--- src/rtl/mpmc11_state_seq.sv ---
// mpmc11 controller state sequencer: one arbiter burst -> MIG-style UI command/write-data handshakes.
// Optional UI-stall watchdog is compiled in with `define MPMC11_SEQ_WATCHDOG_EN.
package mpmc11_pkg;
  typedef enum logic [2:0] {
    IDLE        = 3'd0,
    PRESET1     = 3'd1,
    PRESET2     = 3'd2,
    WRITE_DATA0 = 3'd3,
    WRITE_DATA1 = 3'd4,
    READ_DATA0  = 3'd5,
    READ_DATA1  = 3'd6,
    WAIT_NACK   = 3'd7
  } mpmc11_state_t;
endpackage

module mpmc11_state_seq
  import mpmc11_pkg::*;
#(
  parameter int AW     = 32,
  parameter int LW     = 6,
  parameter int STRIDE = 16,
  parameter int TMO    = 1023
) (
  input  logic          clk,
  input  logic          rstn,
  input  logic          req,
  input  logic          req_we,
  input  logic [AW-1:0] req_adr,
  input  logic [LW-1:0] req_len,
  input  logic          mem_ui_rdy,
  input  logic          mem_wdf_rdy,
  input  logic          mem_rd_valid,
  output mpmc11_state_t state,
  output logic          req_ack,
  output logic          mem_en,
  output logic [2:0]    mem_cmd,
  output logic [AW-1:0] mem_addr,
  output logic          mem_wdf_wren,
  output logic          mem_wdf_end,
  output logic          done,
  output logic          err
);

  // Handshakes: a UI transfer happens on a clk edge where the valid output
  // (mem_en / mem_wdf_wren) and the matching ready input are both high.
  localparam logic [2:0] CMD_WR = 3'b000;
  localparam logic [2:0] CMD_RD = 3'b001;

  mpmc11_state_t state_q, state_d;
  logic          we_q;
  logic [LW-1:0] len_q;
  logic [AW-1:0] addr_q;
  logic [LW:0]   beat_q;
  logic [LW:0]   ret_q;
  logic          req_ack_q;

  logic last_beat;
  logic rd_state;
  logic ret_done;
  logic wdog_abort;

  assign last_beat = (beat_q == {1'b0, len_q});
  assign rd_state  = (state_q == READ_DATA0) || (state_q == READ_DATA1);
  // A return arriving this cycle counts toward completion immediately.
  assign ret_done  = ((ret_q + (LW+1)'(mem_rd_valid)) == ({1'b0, len_q} + (LW+1)'(1)));

`ifdef MPMC11_SEQ_WATCHDOG_EN
  localparam int WW = $clog2(TMO + 1);
  logic [WW-1:0] wdog_q;
  assign wdog_abort = (wdog_q == WW'(TMO));
  assign err        = wdog_abort;
`else
  logic unused_tmo;
  assign unused_tmo = ^TMO;
  assign wdog_abort = 1'b0;
  assign err        = 1'b0;
`endif

  always_comb begin
    state_d = state_q;
    case (state_q)
      IDLE:        if (req) state_d = PRESET1;
      PRESET1:     state_d = PRESET2;
      PRESET2:     state_d = we_q ? WRITE_DATA0 : READ_DATA0;
      WRITE_DATA0: if (mem_wdf_rdy) state_d = WRITE_DATA1;
      WRITE_DATA1: if (mem_ui_rdy) state_d = last_beat ? WAIT_NACK : WRITE_DATA0;
      READ_DATA0:  if (mem_ui_rdy && last_beat) state_d = READ_DATA1;
      READ_DATA1:  if (ret_done) state_d = WAIT_NACK;
      WAIT_NACK:   if (!req) state_d = IDLE;
      default:     state_d = IDLE;
    endcase
    if (wdog_abort) state_d = IDLE;
  end

  always_ff @(posedge clk) begin
    if (!rstn) begin
      state_q   <= IDLE;
      we_q      <= 1'b0;
      len_q     <= '0;
      addr_q    <= '0;
      beat_q    <= '0;
      ret_q     <= '0;
      req_ack_q <= 1'b0;
`ifdef MPMC11_SEQ_WATCHDOG_EN
      wdog_q    <= '0;
`endif
    end else begin
      state_q   <= state_d;
      req_ack_q <= (state_q == IDLE) && req;
      case (state_q)
        IDLE: begin
          if (req) begin
            we_q   <= req_we;
            addr_q <= req_adr;
            len_q  <= req_len;
            beat_q <= '0;
            ret_q  <= '0;
          end
        end
        WRITE_DATA1, READ_DATA0: begin
          if (mem_ui_rdy) begin
            addr_q <= addr_q + AW'(STRIDE);
            if (!last_beat) beat_q <= beat_q + (LW+1)'(1);
          end
        end
        default: ;
      endcase
      if (rd_state && mem_rd_valid) ret_q <= ret_q + (LW+1)'(1);
`ifdef MPMC11_SEQ_WATCHDOG_EN
      // Only time spent waiting inside one active state is counted.
      if ((state_d != state_q) || (state_q == IDLE) || (state_q == WAIT_NACK))
        wdog_q <= '0;
      else
        wdog_q <= wdog_q + WW'(1);
`endif
    end
  end

  assign state        = state_q;
  assign req_ack      = req_ack_q;
  assign mem_en       = (state_q == WRITE_DATA1) || (state_q == READ_DATA0);
  assign mem_cmd      = (state_q == WRITE_DATA1) ? CMD_WR : CMD_RD;
  assign mem_addr     = mem_en ? addr_q : '0;
  assign mem_wdf_wren = (state_q == WRITE_DATA0);
  assign mem_wdf_end  = (state_q == WRITE_DATA0);
  assign done         = (state_q == WAIT_NACK);

endmodule

--- config.mk ---
export PLATFORM = sky130hd
export DESIGN_NAME = mpmc11_state_seq
export DESIGN_NICKNAME = d
export VERILOG_FILES = /design/src/rtl/mpmc11_state_seq.sv
export SDC_FILE = /design/constraint.sdc
export NUM_CORES = 1
export LEC_CHECK = 0
export ABC_AREA = 0
export CAP_MARGIN = 40
export CORE_UTILIZATION = 54
export DETAILED_ROUTE_END_ITERATION = 8
export GPL_TIMING_DRIVEN = 1
export PLACE_DENSITY = 0.93
export SLEW_MARGIN = 20
export SYNTH_ARGS = -nofsm -noshare
export SYNTH_HDL_FRONTEND = slang
export SYNTH_SLANG_ARGS = --single-unit
export TNS_END_PERCENT = 5
--- constraint.sdc ---
create_clock -name clk -period 2.8 [get_ports clk]
set_input_delay 0.28 -clock clk [delete_from_list [all_inputs] [get_ports clk]]
set_output_delay 0.28 -clock clk [all_outputs]
set_load 0.02 [all_outputs]
==> results of run 1 <==
synthesized netlist by cell type (7+ instances only):
master / count / area share
nand2_1: 55 / 0.056
and2_1: 35 / 0.059
a21oi_1: 43 / 0.058
inv_1: 7 / 0.0071
nand3_1: 28 / 0.038
xor2_1: 9 / 0.021
nand4_1: 17 / 0.029
dfxtp_1: 57 / 0.31
o21ai_0: 28 / 0.038
nor2_1: 41 / 0.042
clkbuf_1: 26 / 0.026
xnor2_1: 9 / 0.021
a31oi_1: 10 / 0.017
and3_1: 15 / 0.025
nor3_1: 11 / 0.015
path summary, 6_finish.rpt:
kind | cells past startpoint | from | slack [ps] | end
worst max-delay path | 5 | state[1] | 390 | mem_addr[27]
worst min-delay path | 2 | addr_q[2] | 460 | addr_q[2]
worst max register to register | 6 | addr_q[4] | 540 | addr_q[26]
worst min register to register | 2 | addr_q[2] | 460 | addr_q[2]
layer usage:
metal | share of wire | routed length, um
met5 | 0 | 0
met4 | 0.031 | 344
met3 | 0.093 | 1020
met2 | 0.48 | 5270
met1 | 0.39 | 4300
placed cells by master, fill, tap and decap left out, types with 4 or more instances in the layout:
master           count
nand2b_1             5
and2_1              35
clkbuf_8            11
inv_1                7
or4_1                5
o221a_2              5
nand4_1             17
xnor2_1              9
a31oi_1             10
nor2_1              41
nand2_1             55
a21oi_1             43
clkdlybuf4s50_1     85
mux2i_1              5
nor4_1               4
a22oi_1              6
nand3_1             28
buf_4               12
nor3_1              11
a211oi_1             4
ha_1                 6
and3_1              15
dfxtp_1             57
o21ai_0             28
xor2_1               9
per-stage QoR:
step | std cells | util | hold WS (ps) | worst slack, ps
after detailed placement | 631 | 0.709 | 448 | 444
final | 646 | 0.739 | 461 | 392
after global placement | 631 | 0.709 | 439 | 470
after global routing | 646 | 0.739 | 482 | 303
after floorplan | 493 | - | 416 | 806
after CTS | 646 | 0.739 | 458 | 417
cell type report:
type / count / area [um^2]
Clock buffer: 12 / 155
Clock inverter: 3 / 40.0
Tap cell: 77 / 96.3
Sequential cell: 57 / 1140
Inverter: 7 / 26.3
Multi-Input combinational cell: 392 / 2380
Fill cell: 484 / 1700
Timing Repair Buffer: 98 / 961
worst max-delay path, cell delays in order (launching register included):
cell and delay, ps:
dfxtp_1 310, nand2b_1 150, inv_1 220, buf_12 250, and2_1 210, clkdlybuf4s50_1 620
cells by family after synthesis:
kind of cell,after synthesis,share of synthesized area
adder cells (fa/ha/maj),6,0.0202
AO/OA/AOI/OAI,129,0.222
flip-flops,57,0.308
XOR/XNOR,22,0.0672
other,1,0.00101
buffers and inverters,44,0.0523
AND/OR/NAND/NOR,226,0.313
multiplexers,6,0.0165
registers in the layout, indices dropped and copies added, names as in the netlist:
signal / flops
ret_q: 7
beat_q: 7
addr_q: 32
state: 3
we_q: 1
len_q: 6
req_ack: 1
report_power, final:
part	internal [uW]	switching [uW]
registers	895	106
logic	292	369
clock network	452	343
total	1640	818
==> results.ini, run 1 <==
[timing]
finalSetupViolCount=0
slew_headroom=0.546
finalSetupTns_ps=0
fin_crit_ps=2410
finalCritPeriodShare=0.860
fmax_ghz=0.415
timing.final.max_slew_violations=0
hold_violations=0
timing_worst_slew_pin_value_ps=675
fin_skew_ps=11.0
rsz0062_at_grt=false

[clock_tree]
cts_root_buf=clkbuf_8
clk_pin_slew_ps=70
cts_buffers=9
clock_latency_ps=350
cts_max_level=3
holdBufCountCts=0
cts_resized=0
clockBufferDepth=2
clock_sinks=57
cts_setup_buffers=0
cts_tree=done

[global_route]
grt_use_met3=0.0574
busiest_layer=met2
grt_pass1_vias=3749
antenna_found_initial=0
grt_pass1_wl_um=17900
met2_usage=0.527
grtUsageTotal=0.312
globalRoute.totalOverflow=0
grt_max_degree=55
met1_usage=0.382

[setup_path]
critPathArrivalTime_ps=2130
critPathKind=reg -> out
cp_data_required_time_ps=2520
worstSetupEndpointType=output port
critPathLaunchType=register
crit_fanout=54

[cells_and_area]
area_delta_synth_final_pct=29.5
num_antenna_cells=0
stdcell_area_um2=4800
fin_nets=616
drive_gt1_frac=0.0721

[run_status]
violations=DRC
status=finished, violations left

[job]
cap_violations=0

[synthesis]
avgSynthCellArea_um2=7.55
yosysWarningCount=0
synth_cells=491
yosysSeqAreaShare=0.308
ys_seq_elements=57
synth_edf_count=0
syn_area_um2=3710
synth_flop_cell=dfxtp_1
async_flop_share=0
synth_cell_types=56

[drt]
vias=4101
wl_per_cell_um=16.9
antenna_left=0
drtPass1Iterations=9
drt_iter0_markers=372
viasPerCell=6.35
drc_errors=10
wl_um=10900

[hold_path]
hp-class=reg -> reg

[die]
num_rows=29
dieArea_um2=7200
fp.coreArea_um2=6490
dieHeight_um=84.9
dieWidth_um=84.9
ios=89
start_util=0.571

[placed_design]
placed_area_um2=4600
port_buffers=85
hpwlAfterDp_um=7560
routabilityCongestion=0.880

[pwr]
p_total_uw=2460
power_density_nw_per_um2=512
ir_drop_mv=0.437
p_leak_uw=0.00188

Note: power is estimated with default switching activity, not from simulation.
==> run 2, diff against run 1 <==
--- a/config.mk
+++ b/config.mk
@@ -10,7 +10,7 @@
 export CORE_UTILIZATION = 54
 export DETAILED_ROUTE_END_ITERATION = 8
 export GPL_TIMING_DRIVEN = 1
-export PLACE_DENSITY = 0.93
+export PLACE_DENSITY = 0.86
 export SLEW_MARGIN = 20
 export SYNTH_ARGS = -nofsm -noshare
 export SYNTH_HDL_FRONTEND = slang
==> run 2 against run 1 <==
The run still ends with DRC left. Cell area is essentially flat. Clock skew shrank 6.1 ps. Routed wire length shrank 3.2%. Clock power grew 2%. Die area is the same. Sequential share of layout area is essentially flat. Setup slack lost 130 ps. Sequential cell count is the same. Clock-buffer cell count grew 2. Utilization is essentially flat. Combinational power shrank 2%. Critical path type unchanged. Largest power group unchanged.
==> results.ini, run 2 (same netlist as run 1, synthesis figures left out) <==
[timing]
finalSetupViolCount=0  ; unchanged
fin_crit_ps=2540  ; +127 ps
rsz0062_at_grt=false
hold_slack_ps=459  ; -2.22 ps
fmax_ghz=0.394  ; -5.0%
fin_skew_ps=4.87  ; -6.13 ps
timing.final.max_slew_violations=0  ; unchanged
timing_worst_slew_pin_value_ps=595  ; -80.4 ps
finalCritPeriodShare=0.905  ; +0.0453
hold_violations=0  ; unchanged
slew_headroom=0.600  ; +0.0541
finalSetupTns_ps=0  ; unchanged

[pwr]
p_seq_frac=0.407  ; about the same
power_frac_comb=0.262  ; -0.007
switching_share=0.324  ; -0.00888
clkPwrFrac=0.331  ; +0.007
p_leak_uw=0.00187  ; -0.27%
p_switching_uw=797  ; -2.5%
power_density_nw_per_um2=513  ; +0.22%
intPower_uw=1660  ; +1.5%
ir_drop_mv=0.374  ; -14%

[clock_tree]
cts_max_level=3  ; unchanged
cts_tree=done
clock_sinks=57  ; unchanged
clockBufferDepth=2  ; unchanged
clk_pin_slew_ps=70  ; about the same
cts_resized=0  ; unchanged
cts_buffers=9  ; unchanged
cts_root_buf=clkbuf_8
cts_setup_buffers=0  ; unchanged
holdBufCountCts=0  ; unchanged
clock_latency_ps=330  ; -20 ps

[drt]
wl_per_cell_um=16.4  ; -3.1%
wl_um=10600  ; -3.2%
top_layer_used=met4
wl_met3_um=807  ; -21%
antenna_left=0  ; unchanged
vias=3992  ; -2.7%
drtPass1Iterations=9  ; unchanged
m1WireLength_um=4320  ; +0.44%
drt_iter0_markers=278  ; -25%
wl_met2_um=5190  ; -1.5%
drc_errors=9  ; -1
viasPerCell=6.19  ; -2.5%

[hold_path]
worstHoldStart=addr_q[0]
min_path_cells=2  ; unchanged
hp-class=reg -> reg
min_to=addr_q[0]

[die]
dieHeight_um=84.9  ; unchanged
num_rows=29  ; unchanged
dieArea_um2=7200  ; unchanged
ios=89  ; unchanged
start_util=0.571  ; unchanged
fp.coreArea_um2=6490  ; unchanged
dieWidth_um=84.9  ; unchanged

[placed_design]
port_buffers=85  ; unchanged
placed_area_um2=4590  ; -0.33%
routabilityCongestion=0.841  ; -4.5%
hpwlAfterDp_um=7320  ; -3.2%

[cells_and_area]
multi_input_area_um2=2380  ; unchanged
layout_commonest_cell=clkdlybuf4s50_1
top_regs=addr_q: 32 flops, beat_q: 7 flops, ret_q: 7 flops
fill_cells=512  ; +5.8%
num_antenna_cells=0  ; unchanged
drive_gt1_frac=0.0687  ; -0.00339
fin_nets=614  ; -0.32%
layout_common_cells=85 x clkdlybuf4s50_1, 57 x dfxtp_1, 55 x nand2_1
regMostFlops=addr_q
stdcell_area_um2=4800  ; about the same
final-seq-area_um2=1140  ; unchanged
area_delta_synth_final_pct=29.4  ; about the same
largest_reg_flops=32  ; unchanged

[run_status]
violations=DRC
status=finished, violations left

[setup_path]
r2r_cells=6  ; unchanged
critPathKind=reg -> out
critPathLaunchType=register
rrSetupSlack_ps=560  ; +20 ps
cp_data_required_time_ps=2520  ; about the same
r2r-end=addr_q[26]
reg2reg_from=addr_q[4]
critPathArrivalTime_ps=2260  ; +130 ps
crit_fanout=49  ; -9.3%
worstSetupEndpointType=output port

[global_route]
globalRoute.totalOverflow=0  ; unchanged
grt_max_degree=50  ; -9.1%
antenna_found_initial=0  ; unchanged
grt_pass1_wl_um=17700  ; -1.1%
grtUsageTotal=0.304  ; -0.00798
grt_pass1_vias=3780  ; +0.83%

[job]
cap_violations=0  ; unchanged

[run 2: cell types whose count changed in the layout (fill, tap and decap cells not counted)]
cell / delta
buf_4: -2
clkbuf_1: +1
clkbuf_8: +1
clkinv_2: -1
[run 2: through the flow]
step           worst slack, ps  utilization  cells  total power, uW
5_1_grt                    181        0.739    645             2580
2_1_floorplan              806            -    493             1420
6_report                   265        0.739    645             2460
4_1_cts                    291        0.739    645             2450
3_5_place_dp               405        0.707    629             1650
3_3_place_gp               444        0.707    629             1620
[run 2: layout make-up]
class | count | area share
multi-input cells | 392 | 0.496
flip-flops and latches | 57 | 0.238
repair buffers | 96 | 0.197
clock buffers | 14 | 0.0360
well taps | 77 | 0.0201
clock inverters | 2 | 0.00730
inverters | 7 | 0.00548
[run 2: power by group through the flow]
stage               registers [uW]  logic, uW  clock network, uW
floorplan                      985        434                  0
global placement              1010        610                  0
detailed placement            1020        633                  0
CTS                            999        640                815
global route                  1020        707                858
finish                        1000        646                814
[run 2: layer usage]
| layer | vias to the layer above | GRT usage |
|---|---|---|
| li1 | 1913 | - |
| met1 | 1862 | 0.374 |
| met2 | 192 | 0.525 |
| met3 | 25 | 0.0525 |
| met4 | 0 | 0.131 |
| met5 | - | 0 |
[run 2: worst max-delay path by stage]
stage	from	to	cells after the start	slack [ps]
after floorplan	state[1]	mem_addr[14]	6	810
after global placement	req	beat_q[3]	5	440
after detailed placement	req	beat_q[3]	5	400
after CTS	state[1]	mem_addr[23]	5	290
after global routing	state[1]	mem_addr[23]	5	180
final	state[1]	mem_addr[23]	5	260
[run 2: critical path, stage by stage (launching register included)]
cell	delay [ps]
dfxtp_1	310
nand2b_1	150
inv_1	360
buf_12	260
and2_1	200
clkdlybuf4s50_1	620
==> run 3, diff against run 2 <==
--- a/config.mk
+++ b/config.mk
@@ -7,10 +7,11 @@
 export LEC_CHECK = 0
 export ABC_AREA = 0
 export CAP_MARGIN = 40
-export CORE_UTILIZATION = 54
+export CORE_UTILIZATION = 56
+export CTS_BUF_LIST = sky130_fd_sc_hd__clkbuf_4 sky130_fd_sc_hd__clkbuf_8
 export DETAILED_ROUTE_END_ITERATION = 8
 export GPL_TIMING_DRIVEN = 1
-export PLACE_DENSITY = 0.86
+export PLACE_DENSITY = 0.89
 export SLEW_MARGIN = 20
 export SYNTH_ARGS = -nofsm -noshare
 export SYNTH_HDL_FRONTEND = slang
==> run 3 against run 2 <==
The run now ends clean. Clock power grew 2.6%. Setup slack lost 23 ps. Global-route usage grew 0.46 points. Routed wire length grew 0.27%. Sequential share of layout area shrank 0.11 points. Total power grew 1.3%. Cell area grew 0.47%. Cell count grew 0.31%. Worst hold slack lost 3.0 ps. Clock-buffer cell count is the same. Largest power group unchanged.
==> results.ini, run 3 (same netlist as run 1, synthesis figures left out) <==
[timing]
finalSetupViolCount=0  ; unchanged
fmax_ghz=0.391  ; -0.88%
hold_slack_ps=456  ; -2.96 ps
finalSetupTns_ps=0  ; unchanged
finalCritPeriodShare=0.913  ; +0.00808
timing.final.max_slew_violations=0  ; unchanged
timing_worst_slew_pin_value_ps=659  ; +64.3 ps
rsz0062_at_grt=false
worst_slack_ps=242  ; -22.6 ps
fin_crit_ps=2560  ; +22.6 ps
fin_skew_ps=12.3  ; +7.42 ps
slew_headroom=0.557  ; -0.0433
hold_violations=0  ; unchanged

[cells_and_area]
fin_nets=616  ; +0.33%
final-seq-area_um2=1140  ; unchanged
regMostFlops=addr_q
multi_input_area_um2=2380  ; unchanged
drive_gt1_frac=0.0754  ; +0.00678
largest_reg_flops=32  ; unchanged
finalNonFillerCells=647  ; +0.31%
num_antenna_cells=0  ; unchanged
area_delta_synth_final_pct=30.0
layout_common_cells=85 x clkdlybuf4s50_1, 57 x dfxtp_1, 55 x nand2_1
top_regs=addr_q: 32 flops, beat_q: 7 flops, ret_q: 7 flops
stdcell_area_um2=4820  ; +0.47%
fill_cells=502  ; -2.0%
layout_commonest_cell=clkdlybuf4s50_1

[clock_tree]
cts_buffers=9  ; unchanged
clock_sinks=57  ; unchanged
cts_resized=0  ; unchanged
cts_max_level=3  ; unchanged
clockBufferDepth=2  ; unchanged
holdBufCountCts=0  ; unchanged
cts_setup_buffers=0  ; unchanged
cts_tree=done
clk_pin_slew_ps=60  ; about the same
clock_latency_ps=350  ; +20 ps
cts_root_buf=clkbuf_8

[global_route]
grtUsageTotal=0.308  ; +0.00462
grt_pass1_vias=3734  ; -1.2%
grt_max_degree=46  ; -8.0%
antenna_found_initial=0  ; unchanged
grt_pass1_wl_um=17400  ; -1.3%
globalRoute.totalOverflow=0  ; unchanged

[hold_path]
min_path_cells=2  ; unchanged
min_to=addr_q[1]
hp-class=reg -> reg
worstHoldStart=addr_q[1]

[setup_path]
critPathArrivalTime_ps=2280  ; +20 ps
crit_slowest_cell=dfxtp_1
crit_fanout=41  ; -16%
cpPeakStageDelay_ps=610  ; about the same
rrSetupSlack_ps=540  ; -20 ps
cp_top_family=buffers and inverters
critPathKind=reg -> out
worstSetupEndpointType=output port
r2r_cells=6  ; unchanged
r2r-end=addr_q[26]
reg2reg_from=addr_q[4]
worstPathCellList=nand2b_1, inv_1, buf_12, and2_1, clkdlybuf4s50_1
path_buf_inv=3  ; unchanged
cp_data_required_time_ps=2520  ; about the same
critPathLaunchType=register

[pwr]
switching_share=0.322  ; -0.00207
p_seq_frac=0.404  ; -0.003
intPower_uw=1690  ; +1.6%
power_frac_comb=0.260  ; -0.002
p_leak_uw=0.00189  ; +0.88%
clkPwrFrac=0.335  ; +0.004
p_switching_uw=802  ; +0.61%
ir_drop_mv=0.439  ; +17%
power_density_nw_per_um2=517  ; +0.79%

[placed_design]
dp.cells=631  ; +0.32%
port_buffers=85  ; unchanged
pre_cts_ws_ps=508  ; +103 ps
placed_area_um2=4600  ; +0.33%
hpwlAfterDp_um=7420  ; +1.4%
routabilityCongestion=0.939  ; +12%

[drt]
wl_per_cell_um=16.4  ; about the same
wl_um=10600  ; +0.27%
vias=3989  ; -0.075%
drtPass1Iterations=5  ; -4
drt_iter0_markers=272  ; -2.2%
drc_errors=0  ; -9
antenna_left=0  ; unchanged
viasPerCell=6.17  ; -0.38%

[die]
num_rows=29  ; unchanged
fp.coreArea_um2=6390  ; -1.7%
dieHeight_um=83.4  ; -1.8%
start_util=0.581  ; +0.00973
ios=89  ; unchanged
dieWidth_um=83.4  ; -1.8%
dieArea_um2=6950  ; -3.5%

[run_status]
status=complete, no violations

[job]
cap_violations=0  ; unchanged

-- run 3: cell types whose count changed in the layout (fill, tap and decap cells not counted) --
cell      before  now
buf_4         10   12
clkbuf_1       2    0
clkbuf_4       0    2
-- run 3: through the flow --
stage	total power [uW]	util
6_report	2490	0.755
3_3_place_gp	1630	0.721
5_1_grt	2600	0.755
4_1_cts	2490	0.755
3_5_place_dp	1660	0.721
2_1_floorplan	1420	-
-- run 3: worst register-to-register path, delay by kind of cell (launching register included) --
family | cells | cell delay (ps)
AO/OA/AOI/OAI | 2 | 430
flip-flops | 1 | 430
adder cells (fa/ha/maj) | 1 | 240
AND/OR/NAND/NOR | 3 | 1060
-- run 3: routing by layer --
layer | global-route usage | vias to the layer above | wire (um)
met5 | 0 | - | 0
met4 | 0.163 | 0 | 309
met3 | 0.0487 | 34 | 835
met2 | 0.515 | 198 | 5200
met1 | 0.382 | 1834 | 4260
li1 | - | 1923 | -
-- run 3: worst max-delay path by stage --
stage	slack [ps]	cells past startpoint	end	start
CTS	260	5	mem_addr[25]	state[2]
floorplan	810	6	mem_addr[14]	state[1]
global placement	560	7	addr_q[19]	req
global route	120	5	mem_addr[25]	state[2]
detailed placement	510	7	addr_q[14]	req
finish	240	5	mem_addr[25]	state[2]
-- run 3: final cells by class --
cell class	instances	share of cell area
clock inverter	2	0.00727
inverter	7	0.00545
tap	77	0.0200
multi-input combinational	392	0.494
clock buffer	14	0.0374
sequential	57	0.237
timing repair buffer	98	0.199
-- run 3: power by group through the flow --
stage	Clock [uW]	Sequential, uW	Combinational [uW]
detailed placement	0	1020	636
finish	835	1010	649
CTS	839	1000	645
global route	868	1020	711
global placement	0	1020	614
floorplan	0	985	434
